## src/rtl/truth_table_pkg.sv

```systemverilog
// ----------------------------------------------------------------------------
// truth_table_pkg
//   Shared definitions for the truth-table extractor and the blocks that
//   consume or compare its packed table word.
//   - state_e       : sweep controller states
//   - SETTLE_W      : width of the settle counter (SETTLE is 1..15)
//   - rows_of       : number of rows for an N-input function (2**N)
//   - table_width   : packed table width for N inputs / M outputs
//   - row_lsb       : bit offset of row r inside a packed table word
// ----------------------------------------------------------------------------
package truth_table_pkg;

    typedef enum logic [1:0] {
        IDLE    = 2'd0,
        WAIT    = 2'd1,
        SAMPLE  = 2'd2,
        PRESENT = 2'd3
    } state_e;

    localparam int SETTLE_W = 4;

    function automatic int rows_of(input int n_in);
        return 1 << n_in;
    endfunction

    function automatic int table_width(input int n_in, input int n_out);
        return rows_of(n_in) * n_out;
    endfunction

    // Row r occupies table[row_lsb(r, n_out) +: n_out].
    function automatic int row_lsb(input int row, input int n_out);
        return row * n_out;
    endfunction

endpackage

```

## src/rtl/truth_table_extractor.sv

```systemverilog
// ----------------------------------------------------------------------------
// truth_table_extractor
//   Sweeps every input combination of an attached combinational block,
//   holds each one for SETTLE cycles, samples the response and packs the
//   rows into a single table word offered over a valid/ready handshake.
//
// Ports
//   clk          in   clock, rising edge
//   rst          in   synchronous active-high reset
//   start        in   begin a sweep (honoured only in IDLE)
//   stim_out     out  [N_IN]       stimulus, row index r drives r
//   resp_in      in   [N_OUT]      response of the attached function
//   table_out    out  [ROWS*N_OUT] row r at [r*N_OUT +: N_OUT]
//   table_valid  out  table complete and stable (PRESENT)
//   table_ready  in   consumer accepts the table
//   busy         out  high whenever not IDLE
//   done         out  one-cycle pulse after the table is accepted
// ----------------------------------------------------------------------------
module truth_table_extractor
    import truth_table_pkg::*;
#(
    parameter  int N_IN   = 3,
    parameter  int N_OUT  = 2,
    parameter  int SETTLE = 1,
    localparam int ROWS   = rows_of(N_IN),
    localparam int TBL_W  = table_width(N_IN, N_OUT)
) (
    input  logic              clk,
    input  logic              rst,
    input  logic              start,
    output logic [N_IN-1:0]   stim_out,
    input  logic [N_OUT-1:0]  resp_in,
    output logic [TBL_W-1:0]  table_out,
    output logic              table_valid,
    input  logic              table_ready,
    output logic              busy,
    output logic              done
);

    // One extra bit so the last row index never aliases row 0.
    localparam int                    ROW_W       = N_IN + 1;
    localparam logic [ROW_W-1:0]      LAST_ROW    = ROW_W'(ROWS - 1);
    localparam logic [SETTLE_W-1:0]   SETTLE_LAST = SETTLE_W'(SETTLE - 1);

    state_e                state_q, state_d;
    logic [ROW_W-1:0]      row_q,   row_d;
    logic [SETTLE_W-1:0]   cnt_q,   cnt_d;
    logic [TBL_W-1:0]      table_q, table_d;
    logic                  done_q,  done_d;

    // ------------------------------------------------------------------
    // State register
    // ------------------------------------------------------------------
    // NOTE: non-blocking assignments here so every flop samples the values
    // of the previous cycle, independent of statement order.
    always_ff @(posedge clk) begin
        if (rst) begin
            state_q <= IDLE;
            row_q   <= '0;
            cnt_q   <= '0;
            // NOTE: the table register is reset because it drives a port
            // whose reset value is observable; it is a flop bank, not a RAM.
            table_q <= '0;
            done_q  <= 1'b0;
        end else begin
            state_q <= state_d;
            row_q   <= row_d;
            cnt_q   <= cnt_d;
            table_q <= table_d;
            done_q  <= done_d;
        end
    end

    // ------------------------------------------------------------------
    // Next-state and datapath
    // ------------------------------------------------------------------
    always_comb begin
        // NOTE: every variable gets a default first so no path leaves one
        // unassigned, which would infer a latch.
        state_d = state_q;
        row_d   = row_q;
        cnt_d   = cnt_q;
        table_d = table_q;
        done_d  = 1'b0;

        unique case (state_q)
            IDLE: begin
                if (start) begin
                    table_d = '0;
                    row_d   = '0;
                    cnt_d   = '0;
                    state_d = WAIT;
                end
            end

            WAIT: begin
                // Stimulus has been applied for SETTLE cycles once the
                // counter reaches SETTLE-1.
                if (cnt_q == SETTLE_LAST) begin
                    state_d = SAMPLE;
                end else begin
                    cnt_d = cnt_q + 1'b1;
                end
            end

            SAMPLE: begin
                table_d[row_lsb(int'(row_q), N_OUT) +: N_OUT] = resp_in;
                if (row_q == LAST_ROW) begin
                    state_d = PRESENT;
                end else begin
                    row_d   = row_q + 1'b1;
                    cnt_d   = '0;
                    state_d = WAIT;
                end
            end

            PRESENT: begin
                if (table_ready) begin
                    state_d = IDLE;
                    done_d  = 1'b1;
                end
            end

            default: state_d = IDLE;
        endcase
    end

    // ------------------------------------------------------------------
    // Outputs
    // ------------------------------------------------------------------
    always_comb begin
        stim_out    = '0;
        busy        = (state_q != IDLE);
        table_valid = (state_q == PRESENT);
        table_out   = table_q;
        done        = done_q;
        // The row stays on the stimulus through SAMPLE so the sampled
        // response belongs to the same row.
        if (state_q == WAIT || state_q == SAMPLE) begin
            stim_out = row_q[N_IN-1:0];
        end
    end

endmodule

```

## config.mk

```make
export PLATFORM = sky130hd
export DESIGN_NAME = truth_table_extractor
export DESIGN_NICKNAME = d
export VERILOG_FILES = /design/src/rtl/truth_table_pkg.sv /design/src/rtl/truth_table_extractor.sv
export SDC_FILE = /design/constraint.sdc
export NUM_CORES = 1
export LEC_CHECK = 0
export BUFFER_PORTS_ARGS = -buffer_cell sky130_fd_sc_hd__buf_2
export CORE_ASPECT_RATIO = 0.9
export CORE_MARGIN = 3
export CORE_UTILIZATION = 49
export CTS_CLUSTER_SIZE = 25
export DETAILED_ROUTE_END_ITERATION = 16
export PLACE_DENSITY = 0.72
export SLEW_MARGIN = 20
export SYNTH_ARGS = -nofsm -noshare
export SYNTH_HDL_FRONTEND = slang
export SYNTH_SLANG_ARGS = --single-unit
```

## constraint.sdc

```tcl
create_clock -name clk -period 1.7 [get_ports clk]
set_clock_uncertainty 0.05 [all_clocks]
set_input_delay 0 -clock clk [delete_from_list [all_inputs] [get_ports clk]]
set_output_delay 0 -clock clk [all_outputs]
set_load 0.01 [all_outputs]
```

==> results.tsv <==
stage	metric	value	unit
grt	antenna_found_initial	0	
layout	antennaDiodeCount	0	
status	status	complete, but fails checks	
synthesis	yosys_warnings	0	
clock_tree	cts_buffers	3	
setup_path	crit_slowest_cell	dfxtp_2	
setup_path	critPathLaunchType	flop	
floorplanning	coreArea	2880	µm²
placed_design	io_buffers	27	
floorplanning	initial_core_util	53.8	%
pwr	leakage	0.00108	µW
clock_tree	cts_tree	yes	
sta	min_period_over_period	110	%
grt	grt_max_degree	15	
pwr	p_sw_share	38.3	%
grt	grt_pass1_vias	1508	
setup_path	max_stage_delay	370	ps
grt	grt_pass1_wl	6.76	mm
sta	setup_viol	20	
layout	final_layout_size_suffix_gt1_share	48.4	%
sta	worst_pin_slew	378	ps
clock_tree	clock-sinks	27	
setup_path	crit_required	1910	ps
floorplanning	boundaryPins	28	
sta	setup_ws	-167	ps
setup_path	crit_chain	buf_6, buf_6, ha_4, buf_4, buf_4, nor2b_4, buf_6, a21o_1, a32o_1	
setup_path	path_delay_family	buffers and inverters	
layout	fillers	172	
pwr	p_int	1650	µW
placed_design	hpwl	3.01	mm
synthesis	ys_seq_area_share	34.9	%
flow_run	drv_cap	0	
layout	nNetsFinal	279	
layout	register_area	556	µm²
sta	max_freq	535	MHz
sta	hold_viol_final	0	
clock_tree	htreeDepth	1	
pwr	clkPwrFrac	11.1	%
sta	slew_headroom	74.8	%
synthesis	synthFlopType	dfxtp_1	
placed_design	routabilityCongestion	0.911	
synthesis	netlist_instances	184	
setup_path	cp_common_cell	buf_6	
grt	grt_overflow_total	0	
floorplanning	dieArea	3880	µm²
floorplanning	die_h	59.4	µm
synthesis	async_reset_ff_share	0	%
pwr	power.density	1110	nW/µm²
setup_path	arrival	2070	ps
layout	multiInputGateArea	1180	µm²
detailed_routing	drt_iter0_drc	167	
floorplanning	num_rows	18	
pwr	ir_drop	727	µV
floorplanning	die_w	65.3	µm
setup_path	path_buf_inv	5	
sta	finalMaxSlewViolations	0	
detailed_routing	ant_nets	0	
synthesis	synth_cell_types	44	
synthesis	synth.avg_cell_area	8.43	µm²
clock_tree	clk-insertion-delay-late	350	ps
status	violations	setup timing	
detailed_routing	drc	0	
pwr	combPwrFrac	61.7	%
sta	finalCriticalPeriod	1870	ps
detailed_routing	num_vias	1717	
sta	rsz0062_at_grt	yes	
placed_design	place_inst	275	
synthesis	synth_fp_nets	204	
layout	final_cells	298	
grt	track_usage	22.2	%
synthesis	synth_seq_cells	27	
pwr	seqPwrFrac	27.2	%
pwr	p_sw	1030	µW
clock_tree	clock-root-buffer	clkbuf_4	
detailed_routing	routed_wl	5.28	mm
clock_tree	cts.clk_slew.worst_paths	160	ps
synthesis	synth-edff-count	0	
detailed_routing	vias_per_cell	5.76	
min_path	worstHoldPathType	reg -> reg	
clock_tree	ctsLongestPathBuffers	2	
setup_path	crit_type	reg -> reg	
detailed_routing	drt_pass1_iterations	10	
layout	final_util	83.9	%
detailed_routing	wl_per_cell	17.7	µm
setup_path	cp-end-kind	flop	
layout	synthToLayoutAreaGrowth	56.1	%
synthesis	synth_area	1550	µm²
setup_path	critPathMaxFanout	5	
-- through the flow --
stage | worst slack (ps) | total power [µW] | TNS, ps | instance area, µm² | hold WS (ps)
global route | -189 | 2810 | -2170 | 2420 | 438
global placement | 16.4 | 1740 | 0 | 1960 | 178
CTS | -54.8 | 2240 | -164 | 2130 | 408
detailed placement | -73.2 | 1790 | -118 | 1960 | 207
finish | -167 | 2680 | -1030 | 2420 | 413
floorplan | -74.4 | 1370 | -74.4 | 1600 | 72.7
-- kinds of logic after synthesis --
logic type | after synthesis | share of synthesized area (%)
xor gates and xnor gates | 5 | 2.83
AOI/OAI and AO/OA | 34 | 13.6
DFF | 27 | 34.9
and+or+nand+nor | 75 | 27.4
buffers and inverters | 24 | 6.70
muxes | 5 | 3.39
adders and majority gates | 14 | 11.3
-- cell type report --
class / instances / share of cell area, %
well taps: 40 / 2.07
repair buffers: 76 / 22.2
clock buffers: 4 / 1.09
inverters: 18 / 3.10
multi-input cells: 133 / 48.6
flip-flops and latches: 27 / 23.0
-- placed cells by master, fill, tap and decap left out, types with 4 or more instances in the layout --
cell type      synthesis  routed
buf_4                  1      37
buf_2                  2      28
dfxtp_1               27      21
nand2_1               21      19
inv_1                 18      14
nand3_1                9       7
o21ai_0                9       7
ha_1                  14       7
nor2_1                10       6
ha_4                   0       6
dlygate4sd3_1          0       5
buf_6                  1       5
nor3_1                 5       4
a21oi_1                9       4
-- per-layer routing --
metal | track usage [%] | vias to the layer above | part of all wire [%]
li1 | - | 787 | -
met1 | 28.5 | 791 | 40
met2 | 39.1 | 103 | 47
met3 | 4.36 | 36 | 8.4
met4 | 4.14 | 0 | 4.6
met5 | 0 | - | 0
-- power groups by stage --
stage | Combinational (µW) | Clock (µW) | Sequential [µW]
6_report | 1650 | 297 | 728
3_5_place_dp | 1060 | 0 | 732
5_1_grt | 1760 | 312 | 734
2_1_floorplan | 628 | 0 | 747
3_3_place_gp | 1010 | 0 | 728
4_1_cts | 1220 | 298 | 724
-- synthesized netlist by cell type, types with 3 or more instances --
cell type | count | area, µm²
ha_1 | 14 | 175
xor2_1 | 3 | 26.3
o21ai_0 | 9 | 45.0
and2_1 | 4 | 25.0
nor2_1 | 10 | 37.5
nand2_1 | 21 | 78.8
a21oi_1 | 9 | 45.0
nand3_1 | 9 | 45.0
inv_1 | 18 | 67.6
mux2i_1 | 3 | 30.0
and4_1 | 4 | 35.0
dfxtp_1 | 27 | 541
nand2b_1 | 3 | 18.8
o21ai_1 | 3 | 15.0
nor2b_1 | 4 | 25.0
a31oi_1 | 3 | 18.8
nor3_1 | 5 | 25.0
-- sequential cells by signal (all words and copies together), names as in the netlist --
signal     flops
table_out     16
cnt_q          4
row_q          4
state_q        2
done           1
-- path summary, 6_finish.rpt --
path                                end  cells past startpoint                       start  slack [ps]
min          table_out[12]$_SDFFE_PP0P_                      2  table_out[12]$_SDFFE_PP0P_         410
min reg2reg  table_out[12]$_SDFFE_PP0P_                      2  table_out[12]$_SDFFE_PP0P_         410
max           table_out[2]$_SDFFE_PP0P_                      9     state_q[1]$_SDFFE_PP0P_        -170
max reg2reg   table_out[2]$_SDFFE_PP0P_                      9     state_q[1]$_SDFFE_PP0P_        -170
-- worst register-to-register path, stage by stage (launching register included) --
cell     delay [ps]
dfxtp_2         370
buf_6           110
buf_6           120
ha_4            170
buf_4           140
buf_4           120
nor2b_4         140
buf_6           160
a21o_1          180
a32o_1          220
-- timing repair --
action                                 CTS  global route
buffers inserted                         6             8
cloned                                   0             1
endpoints found under the hold margin   14             0
hold buffers                             6             0
pin swaps                                5            14
setup endpoints to repair                9            25
resized for setup                       16            49
Note: power is estimated with default switching activity, not from simulation.
